### src/rtl/reg_trace_uart_tx_pkg.sv
`default_nettype none
// ============================================================================
// Module      : reg_trace_uart_tx_pkg
// Description : Shared constants, entry type and FSM encodings for the
//               register-writeback trace UART transmitter.
// Revision    : 1.0 - initial release
// ============================================================================
package reg_trace_uart_tx_pkg;

    localparam logic [7:0] UART_TRACE_SYNC   = 8'hA5;
    localparam int         TRACE_FRAME_BYTES = 6;

    // Index value meaning "every byte of the frame has been handed off"
    localparam logic [2:0] FRAME_DONE_IDX = 3'(TRACE_FRAME_BYTES);

    typedef struct packed {
        logic [4:0]  id;
        logic [31:0] data;
    } trace_entry_t;

    localparam logic [0:0] FRM_IDLE = 1'b0;
    localparam logic [0:0] FRM_SEND = 1'b1;

    localparam logic [1:0] SER_READY = 2'd0;
    localparam logic [1:0] SER_START = 2'd1;
    localparam logic [1:0] SER_DATA  = 2'd2;
    localparam logic [1:0] SER_STOP  = 2'd3;

    function automatic logic [7:0] trace_byte(input trace_entry_t e, input logic [2:0] idx);
        logic [7:0] b;
        case (idx)
            3'd0:    b = UART_TRACE_SYNC;
            3'd1:    b = {3'b000, e.id};
            3'd2:    b = e.data[7:0];
            3'd3:    b = e.data[15:8];
            3'd4:    b = e.data[23:16];
            3'd5:    b = e.data[31:24];
            default: b = 8'h00;
        endcase
        return b;
    endfunction

endpackage
`default_nettype wire

### src/rtl/reg_trace_uart_tx_byte.sv
`default_nettype none
// ============================================================================
// Module      : uart_tx_byte
// Description : 8N1 byte serializer; accepts a new byte in its last stop-bit
//               cycle so consecutive bytes leave with no idle gap.
// Revision    : 1.0 - initial release
// ============================================================================
module uart_tx_byte
    import reg_trace_uart_tx_pkg::*;
#(
    parameter int CLKS_PER_BIT = 16
) (
    input  logic       clk,
    input  logic       rst,
    input  logic [7:0] data,
    input  logic       valid,
    output logic       ready,
    output logic       tx_serial
);

    localparam int                CNT_W    = (CLKS_PER_BIT > 1) ? $clog2(CLKS_PER_BIT) : 1;
    localparam logic [CNT_W-1:0] CNT_LAST = CNT_W'(CLKS_PER_BIT - 1);
    localparam logic [CNT_W-1:0] CNT_ONE  = CNT_W'(1);

    logic [1:0]       state_q, state_d;
    logic [CNT_W-1:0] cnt_q, cnt_d;
    logic [2:0]       bit_q, bit_d;
    logic [7:0]       shift_q, shift_d;
    logic             tx_q, tx_d;
    logic             bit_end;

    assign bit_end = (cnt_q == CNT_LAST);

    always_ff @(posedge clk) begin
        if (rst) begin
            state_q <= SER_READY;
            cnt_q   <= '0;
            bit_q   <= 3'd0;
            shift_q <= 8'h00;
            tx_q    <= 1'b1;
        end else begin
            state_q <= state_d;
            cnt_q   <= cnt_d;
            bit_q   <= bit_d;
            shift_q <= shift_d;
            tx_q    <= tx_d;
        end
    end

    always_comb begin
        state_d = state_q;
        cnt_d   = cnt_q;
        bit_d   = bit_q;
        shift_d = shift_q;
        tx_d    = tx_q;
        case (state_q)
            SER_READY: begin
                if (valid) begin
                    state_d = SER_START;
                    shift_d = data;
                    cnt_d   = '0;
                    tx_d    = 1'b0;
                end
            end
            SER_START: begin
                if (bit_end) begin
                    state_d = SER_DATA;
                    cnt_d   = '0;
                    bit_d   = 3'd0;
                    tx_d    = shift_q[0];
                end else begin
                    cnt_d = cnt_q + CNT_ONE;
                end
            end
            SER_DATA: begin
                if (bit_end) begin
                    cnt_d   = '0;
                    shift_d = {1'b0, shift_q[7:1]};
                    if (bit_q == 3'd7) begin
                        state_d = SER_STOP;
                        tx_d    = 1'b1;
                    end else begin
                        bit_d = bit_q + 3'd1;
                        tx_d  = shift_q[1];
                    end
                end else begin
                    cnt_d = cnt_q + CNT_ONE;
                end
            end
            SER_STOP: begin
                if (bit_end) begin
                    cnt_d = '0;
                    // Chain straight into the next start bit when a byte is waiting
                    if (valid) begin
                        state_d = SER_START;
                        shift_d = data;
                        tx_d    = 1'b0;
                    end else begin
                        state_d = SER_READY;
                    end
                end else begin
                    cnt_d = cnt_q + CNT_ONE;
                end
            end
            default: begin
                state_d = SER_READY;
                tx_d    = 1'b1;
            end
        endcase
    end

    always_comb begin
        ready     = (state_q == SER_READY) || ((state_q == SER_STOP) && bit_end);
        tx_serial = tx_q;
    end

endmodule
`default_nettype wire

### src/rtl/reg_trace_uart_tx.sv
`default_nettype none
// ============================================================================
// Module      : reg_trace_uart_tx
// Description : Queues WB-stage register writes and streams each one to the
//               host as a 6-byte UART frame (sync, id, data LSB..MSB).
// Revision    : 1.0 - initial release
// ============================================================================
module reg_trace_uart_tx
    import reg_trace_uart_tx_pkg::*;
#(
    parameter int CLK_FREQ   = 100_000_000,
    parameter int BAUD_RATE  = 115_200,
    parameter int FIFO_DEPTH = 16
) (
    input  logic        clk,
    input  logic        rst,
    input  logic        start,
    input  logic        reg_write,
    input  logic [4:0]  write_id,
    input  logic [31:0] write_data,
    output logic        tx_serial,
    output logic        busy,
    output logic        overflow
);

    localparam int               CLKS_PER_BIT = CLK_FREQ / BAUD_RATE;
    localparam int               ADDR_W       = $clog2(FIFO_DEPTH);
    localparam int               PTR_W        = ADDR_W + 1;
    localparam logic [PTR_W-1:0] PTR_ONE      = PTR_W'(1);

    trace_entry_t     fifo_mem_q [FIFO_DEPTH];
    logic [PTR_W-1:0] wr_ptr_q, wr_ptr_d;
    logic [PTR_W-1:0] rd_ptr_q, rd_ptr_d;
    logic             overflow_q, overflow_d;
    logic [0:0]       frm_state_q, frm_state_d;
    logic [2:0]       byte_idx_q, byte_idx_d;
    trace_entry_t     frame_q, frame_d;

    logic             fifo_empty, fifo_full;
    logic             push_req, push_ok, pop;
    logic             ser_valid, ser_ready, last_done;
    logic [7:0]       ser_data;
    trace_entry_t     head_entry, new_entry;

    assign fifo_empty = (wr_ptr_q == rd_ptr_q);
    assign fifo_full  = (wr_ptr_q[PTR_W-1] != rd_ptr_q[PTR_W-1]) &&
                        (wr_ptr_q[ADDR_W-1:0] == rd_ptr_q[ADDR_W-1:0]);
    assign head_entry = fifo_mem_q[rd_ptr_q[ADDR_W-1:0]];
    assign new_entry  = '{id: write_id, data: write_data};
    assign push_req   = start && reg_write && (write_id != 5'd0);

    always_ff @(posedge clk) begin
        if (rst) begin
            wr_ptr_q    <= '0;
            rd_ptr_q    <= '0;
            overflow_q  <= 1'b0;
            frm_state_q <= FRM_IDLE;
            byte_idx_q  <= 3'd0;
            frame_q     <= '0;
        end else begin
            wr_ptr_q    <= wr_ptr_d;
            rd_ptr_q    <= rd_ptr_d;
            overflow_q  <= overflow_d;
            frm_state_q <= frm_state_d;
            byte_idx_q  <= byte_idx_d;
            frame_q     <= frame_d;
        end
    end

    // Storage needs no reset: the pointers alone define what is valid
    always_ff @(posedge clk) begin
        if (push_ok) begin
            fifo_mem_q[wr_ptr_q[ADDR_W-1:0]] <= new_entry;
        end
    end

    always_comb begin
        push_ok    = push_req && (!fifo_full || pop);
        wr_ptr_d   = push_ok ? (wr_ptr_q + PTR_ONE) : wr_ptr_q;
        rd_ptr_d   = pop ? (rd_ptr_q + PTR_ONE) : rd_ptr_q;
        overflow_d = overflow_q || (push_req && fifo_full && !pop);

        frm_state_d = frm_state_q;
        byte_idx_d  = byte_idx_q;
        frame_d     = frame_q;
        case (frm_state_q)
            FRM_IDLE: begin
                if (pop) begin
                    frm_state_d = FRM_SEND;
                    byte_idx_d  = 3'd0;
                    frame_d     = head_entry;
                end
            end
            FRM_SEND: begin
                if (ser_valid && ser_ready) begin
                    byte_idx_d = byte_idx_q + 3'd1;
                end else if (last_done) begin
                    if (pop) begin
                        byte_idx_d = 3'd0;
                        frame_d    = head_entry;
                    end else begin
                        frm_state_d = FRM_IDLE;
                    end
                end
            end
            default: frm_state_d = FRM_IDLE;
        endcase
    end

    // Reloading during the final stop-bit cycle leaves one idle cycle between frames
    always_comb begin
        ser_valid = (frm_state_q == FRM_SEND) && (byte_idx_q != FRAME_DONE_IDX);
        ser_data  = trace_byte(frame_q, byte_idx_q);
        last_done = (frm_state_q == FRM_SEND) && (byte_idx_q == FRAME_DONE_IDX) && ser_ready;
        pop       = !fifo_empty && ((frm_state_q == FRM_IDLE) || last_done);
        busy      = !fifo_empty || (frm_state_q != FRM_IDLE);
        overflow  = overflow_q;
    end

    uart_tx_byte #(
        .CLKS_PER_BIT (CLKS_PER_BIT)
    ) u_tx_byte (
        .clk       (clk),
        .rst       (rst),
        .data      (ser_data),
        .valid     (ser_valid),
        .ready     (ser_ready),
        .tx_serial (tx_serial)
    );

endmodule
`default_nettype wire

### config.mk
export PLATFORM = sky130hd
export DESIGN_NAME = reg_trace_uart_tx
export DESIGN_NICKNAME = d
export VERILOG_FILES = /design/src/rtl/reg_trace_uart_tx_pkg.sv /design/src/rtl/reg_trace_uart_tx_byte.sv /design/src/rtl/reg_trace_uart_tx.sv
export SDC_FILE = /design/constraint.sdc
export NUM_CORES = 1
export LEC_CHECK = 0
export CAP_MARGIN = 0
export CORE_ASPECT_RATIO = 1.2
export CORE_MARGIN = 2
export CORE_UTILIZATION = 50
export DETAILED_ROUTE_END_ITERATION = 8
export PLACE_DENSITY = 0.77
export SYNTH_ARGS = -nofsm -noshare
export SYNTH_HDL_FRONTEND = slang
export SYNTH_SLANG_ARGS = --single-unit
### constraint.sdc
create_clock -name clk -period 8.4 [get_ports clk]
set_input_delay 1.68 -clock clk [delete_from_list [all_inputs] [get_ports clk]]
set_output_delay 1.68 -clock clk [all_outputs]
set_load 0.1 [all_outputs]
==> results of run 1 <==
-- path summary, 6_finish.rpt --
| check | startpoint | to | slack [ps] | depth (start not counted) |
|---|---|---|---|---|
| worst max-delay path | wr_ptr_q[2] | busy | 3560 | 4 |
| worst max register to register | u_tx_byte.cnt_q[0] | fifo_mem_q[5][12] | 4430 | 7 |
| worst min register to register | u_tx_byte.tx_serial | u_tx_byte.tx_serial | 470 | 1 |
| worst min-delay path | u_tx_byte.tx_serial | u_tx_byte.tx_serial | 470 | 1 |
-- final cells by class --
type / instances / area [µm²]
antenna: 1 / 2.50
clock buffer: 92 / 1760
clock inverter: 19 / 174
fill: 3676 / 22300
inverter: 10 / 37.5
multi-input combinational: 561 / 6360
sequential: 672 / 19400
tap: 697 / 872
timing repair buffer: 66 / 601
-- registers in the layout, summed over array words and instances (netlist names), named ones only --
name / cells
byte_idx_q: 3
fifo_mem_q: 592
frame_q: 37
frm_state_q: 1
overflow: 1
rd_ptr_q: 5
u_tx_byte.bit_q: 3
u_tx_byte.cnt_q: 10
u_tx_byte.shift_q: 8
u_tx_byte.state_q: 2
u_tx_byte.tx_serial: 1
wr_ptr_q: 5
-- power groups by stage --
stage,logic (mW),registers (mW),clock network [mW]
after detailed placement,1.40,3.99,0
after global placement,1.37,3.98,0
final,1.41,3.92,2.68
after floorplan,1.15,3.88,0
after CTS,1.41,3.92,2.72
after global routing,1.51,3.93,2.84
-- stage by stage --
| step | hold WS, ps | instances | instance area, µm² |
|---|---|---|---|
| 6_report | 467 | 2118 | 29200 |
| 2_1_floorplan | 436 | 1326 | 26100 |
| 3_5_place_dp | 456 | 2006 | 27300 |
| 3_3_place_gp | 445 | 2006 | 27300 |
| 4_1_cts | 471 | 2117 | 29200 |
| 5_1_grt | 486 | 2118 | 29200 |
-- placed cells by master (no fill, tap or decap), types with 20 or more instances in the layout --
| cell | count |
|---|---|
| o41ai_2 | 20 |
| dfxtp_1 | 77 |
| nand3b_1 | 32 |
| mux4_2 | 148 |
| a21oi_1 | 36 |
| nand2_1 | 27 |
| clkbuf_16 | 61 |
| edfxtp_1 | 592 |
| o22ai_1 | 74 |
| clkdlybuf4s50_1 | 42 |
| buf_4 | 24 |
| nor2_1 | 32 |
-- routing by layer --
layer,routed length [µm],vias up
met1,21600,7082
met2,28600,609
met5,0,-
met3,4460,109
met4,2070,0
li1,-,5658
-- worst max-delay path, stage by stage, from the launching register on --
cell             delay, ps
dfxtp_1                720
xnor2_1                190
nand4_1                260
or3_1                  410
clkdlybuf4s50_1        970
-- logic make-up after synthesis --
| family | Yosys count | share of synthesized area [%] |
|---|---|---|
| compound gates | 211 | 6.16 |
| xor+xnor | 6 | 0.201 |
| fa+ha+maj | 18 | 0.863 |
| buf+inv | 93 | 1.54 |
| flops | 672 | 74.3 |
| mux | 155 | 13.1 |
| simple gates | 171 | 3.89 |
==> run_results.csv, run 1 <==
group,metric,value,unit
status,outcome,"complete, no violations",
worst_setup_path,cp.arrival,3160,ps
synthesis,synth_edf_count,592,
pwr,leakagePower,8.96,nW
cts,h-tree-depth,2,
route,drc,0,
global_routing,grt_util_met3,3.63,%
worst_setup_path,critPathMaxFanout,18,
pwr,power.share.clock,33.5,%
timing,slew_viol_final,0,
worst_setup_path,cp-end-kind,"output port",
cts,clkTransAtPathRegs,70,ps
pwr,vdd_ir_drop_max,0.375,mV
timing,max_slew_margin,19.3,%
pwr,netSwitchingPower,2.08,mW
timing,post-route-min-period,4840,ps
timing,rsz0062_at_grt,"no",
pwr,p_per_area,274,mW/mm²
global_routing,grt_pass1_vias,13800,
timing,tns,0,ps
pwr,power,8.01,mW
floorplan,die_h,254,µm
synthesis,syn_area_per_cell,19.7,µm²
synthesis,syn-num-nets,1385,
floorplan,row_count,91,
route,drtPass1Iterations,9,
timing,period_share,57.6,%
global_routing,use_met2,36.2,%
cells_and_area,post-route-util,56.7,%
synthesis,synth.ff_latch_count,672,
synthesis,synth_most_common_cell,"edfxtp_1",
timing,timing.final.ws_setup,3560,ps
run,drv_cap,0,
cells_and_area,syn2layout_area_growth,11.9,%
timing,clock_skew,12.8,ps
cts,cts_buffers,59,
cells_and_area,layout.nets,1429,
floorplan,start_util,50.7,%
pwr,p_int,5.93,mW
worst_setup_path,crit_required,6720,ps
global_routing,overflow,0,
placed_design,post-place-ws,3090,ps
global_routing,antenna_found_initial,1,
synthesis,synth.distinct_cells,60,
cts,cts.repair.resized,0,
cells_and_area,drive_gt1_share,21.9,%
route,wire_per_inst,26.8,µm
worst_setup_path,cp-start-kind,"flip-flop",
synthesis,synth_top_area_share,68.1,%
global_routing,grt.busiest_layer,"met2",
route,vias,13500,
timing,tightestPinTransition,1210,ps
synthesis,syn_area,0.0261,mm²
global_routing,grt_max_degree,87,
floorplan,die_w,213,µm
synthesis,yosys-top-cells-count,"592 x edfxtp_1, 148 x mux4_2, 80 x dfxtp_1",
placed_design,numPortBuffers,43,
cts,cts_tree,"built",
global_routing,grt_pass1_wl,84.3,mm
global_routing,track_usage,21.3,%
synthesis,yosysTopAreaCell,"edfxtp_1",
synthesis,netlist_instances,1326,
floorplan,coreArea,0.0515,mm²
cts,ctsHoldBuffers,0,
synthesis,seq_area_frac_synth,74.3,%
synthesis,async_flop_share,0,%
route,drt_iter0_markers,1455,
placed_design,gp_congestion,0.790,
route,via_per_inst,6.35,
synthesis,ys.flop_type,"edfxtp_1",
min_path,min-delay-path-class,"flip-flop to flip-flop",
cts,cts_sinks,672,
pwr,pwr-share-seq,48.9,%
timing,fmax,0.207,GHz
cts,post_cts_buffers,0,
placed_design,dp_hpwl,30.9,mm
timing,setup_viol,0,
floorplan,num_io_pins,44,
global_routing,grt_use_met1,27.4,%
route,drtAntennaViolNets,0,
cts,cts_buffer_depth,3,
timing,hold_viol,0,
floorplan,fp.dieArea,0.0540,mm²
cts,clk_latency,610,ps
synthesis,ys_top_cells_by_area,"edfxtp_1 68%, mux4_2 13%, dfxtp_1 6.1%",
worst_setup_path,crit_type,"flip-flop to output port",
pwr,netSwitchingFraction,26.0,%
pwr,pwr-share-comb,17.6,%
synthesis,yosys_warnings,0,
route,finalWirelength,56.8,mm
cts,root_buffer,"clkbuf_16",
No activity file was read; power rests on OpenSTA's default activity.
==> run 2, diff against run 1 <==
Clock period 8.4 ns to 4.55 ns, I/O delays scaled along.
==> run 2 against run 1 <==
  * Combinational power is 95% higher
  * Cell area up 0.53%
  * Clock-buffer cell count shrank 24
  * Via count grew 1.3%
  * Wire length is 4.4% higher
  * Clock skew up 6.1 ps
  * Register-to-register slack got worse by 3200 ps
  * Worst setup slack got worse by 3200 ps
  * Sequential share of layout area down 0.35 points
  * Sequential cell count unchanged
  * Largest cell class unchanged
==> run_results.csv, run 2 (synthesis results as in run 1) <==
group,metric,value,unit
cts,post_cts_buffers,0,
pwr,power,14.7,mW
floorplan,die_w,213,µm
placed_design,place_area,0.0275,mm²
worst_setup_path,cp.arrival,3230,ps
floorplan,die_h,254,µm
cts,cts_sinks,672,
cts,cts_tree,"built",
global_routing,grt_pass1_wl,89.2,mm
cts,root_buffer,"clkbuf_16",
cells_and_area,area.sequential,0.0194,mm²
pwr,leakagePower,9.05,nW
cts,clk_latency,630,ps
floorplan,coreArea,0.0515,mm²
floorplan,num_io_pins,44,
cells_and_area,layout_commonest_cell,"edfxtp_1",
global_routing,track_usage,22.6,%
timing,rsz0062_at_grt,"no",
timing,post-route-min-period,4140,ps
cells_and_area,n_fill_cell,3716,
route,finalWirelength,59.3,mm
cells_and_area,postLayoutCellArea,0.0294,mm²
cts,clkTransAtPathRegs,70,ps
timing,fmax,0.242,GHz
worst_setup_path,r2r_end,"fifo_mem_q[14][4]",
worst_setup_path,crit_type,"flip-flop to output port",
floorplan,start_util,50.7,%
timing,hold_viol,0,
floorplan,fp.dieArea,0.0540,mm²
timing,setup_viol,0,
cells_and_area,post-route-util,57.0,%
cts,ctsHoldBuffers,0,
worst_setup_path,cp-end-kind,"output port",
floorplan,row_count,91,
timing,period_share,91.0,%
cells_and_area,largest_register_ffs,592,
cts,cts_buffer_depth,3,
cells_and_area,multi_input_area,0.00636,mm²
status,outcome,"complete, no violations",
min_path,min-delay-path-class,"flip-flop to flip-flop",
timing,hold_slack,475,ps
worst_setup_path,r2r_start,"wr_ptr_q[2]",
cells_and_area,most-common-layout-cells,"592 x edfxtp_1, 148 x mux4_2, 77 x dfxtp_1",
cells_and_area,drive_gt1_share,23.3,%
route,via_per_inst,6.37,
cts,h-tree-depth,2,
global_routing,antenna_found_initial,0,
global_routing,overflow,0,
route,drtAntennaViolNets,0,
placed_design,gp_congestion,0.802,
worst_setup_path,critPathMaxFanout,18,
route,wire_per_inst,27.7,µm
timing,clock_skew,19.0,ps
min_path,min_path_cells,2,
cells_and_area,layout.nets,1454,
timing,max_slew_margin,30.2,%
timing,slew_viol_final,0,
placed_design,dp_hpwl,33.8,mm
global_routing,grt_max_degree,47,
global_routing,grt_pass1_vias,14200,
worst_setup_path,crit_required,3640,ps
route,vias,13600,
placed_design,numPortBuffers,43,
timing,tightestPinTransition,1050,ps
worst_setup_path,cp-start-kind,"flip-flop",
route,drt_iter0_markers,1689,
min_path,hold_end,"u_tx_byte.shift_q[0]",
route,drc,0,
pwr,p_per_area,502,mW/mm²
cts,cts.repair.resized,0,
cells_and_area,syn2layout_area_growth,12.5,%
min_path,hp-start,"u_tx_byte.shift_q[0]",
cells_and_area,antennaDiodeCount,0,
cts,cts_buffers,59,
pwr,vdd_ir_drop_max,0.386,mV
route,drtPass1Iterations,5,
worst_setup_path,reg2reg_depth,7,
worst_setup_path,reg2reg_setup_slack,1190,ps
run,drv_cap,0,
run 2: changes by cell type in the layout (fill, tap and decap cells not counted), sizes merged:
| cell | change |
|---|---|
| buf | +25 |
| clkbuf | -24 |
| clkinv | +17 |
| clkinvlp | +3 |
| inv | +3 |
| diode | -1 |
run 2: worst max-delay path, cell delays in order, from the launching register on:
cell             delay (ps)
dfxtp_1                 700
xnor2_1                 190
nand4_1                 290
or3_1                   450
clkdlybuf4s50_1         970
run 2: worst max-delay path by stage:
stage	slack [ps]	depth (start not counted)	start	end
finish	410	4	wr_ptr_q[2]	busy
global route	320	4	wr_ptr_q[2]	busy
CTS	450	4	wr_ptr_q[2]	busy
detailed placement	730	7	write_id[1]	fifo_mem_q[14][2]
global placement	820	7	write_id[1]	fifo_mem_q[14][2]
floorplan	-1170	4	write_id[1]	fifo_mem_q[11][0]
run 2: where the power goes:
group	switching, mW	internal [mW]
Combinational	1.49	1.25
Clock	2.18	2.56
Sequential	0.312	6.92
run 2: per-layer routing:
metal / up-vias / GRT usage (%) / wire length [µm]
li1: 5707 / - / -
met1: 7050 / 28.8 / 21900
met2: 722 / 38.7 / 30400
met3: 160 / 4.08 / 4710
met4: 0 / 8.71 / 2300
met5: - / 0 / 0
run 2: cell type report:
cell class | instances | area share [%]
multi-input cells | 561 | 21.7
well taps | 697 | 2.97
clock buffers | 68 | 5.15
inverters | 10 | 0.128
repair buffers | 91 | 2.98
clock inverters | 42 | 1.05
flip-flops and latches | 672 | 66.1
run 2: per-stage QoR:
step | TNS, ps | cells | setup WS [ps]
2_1_floorplan | -116370 | 1326 | -1170
3_3_place_gp | 0 | 2031 | 818
3_5_place_dp | 0 | 2031 | 731
4_1_cts | 0 | 2141 | 449
5_1_grt | 0 | 2141 | 316
6_report | 0 | 2141 | 411
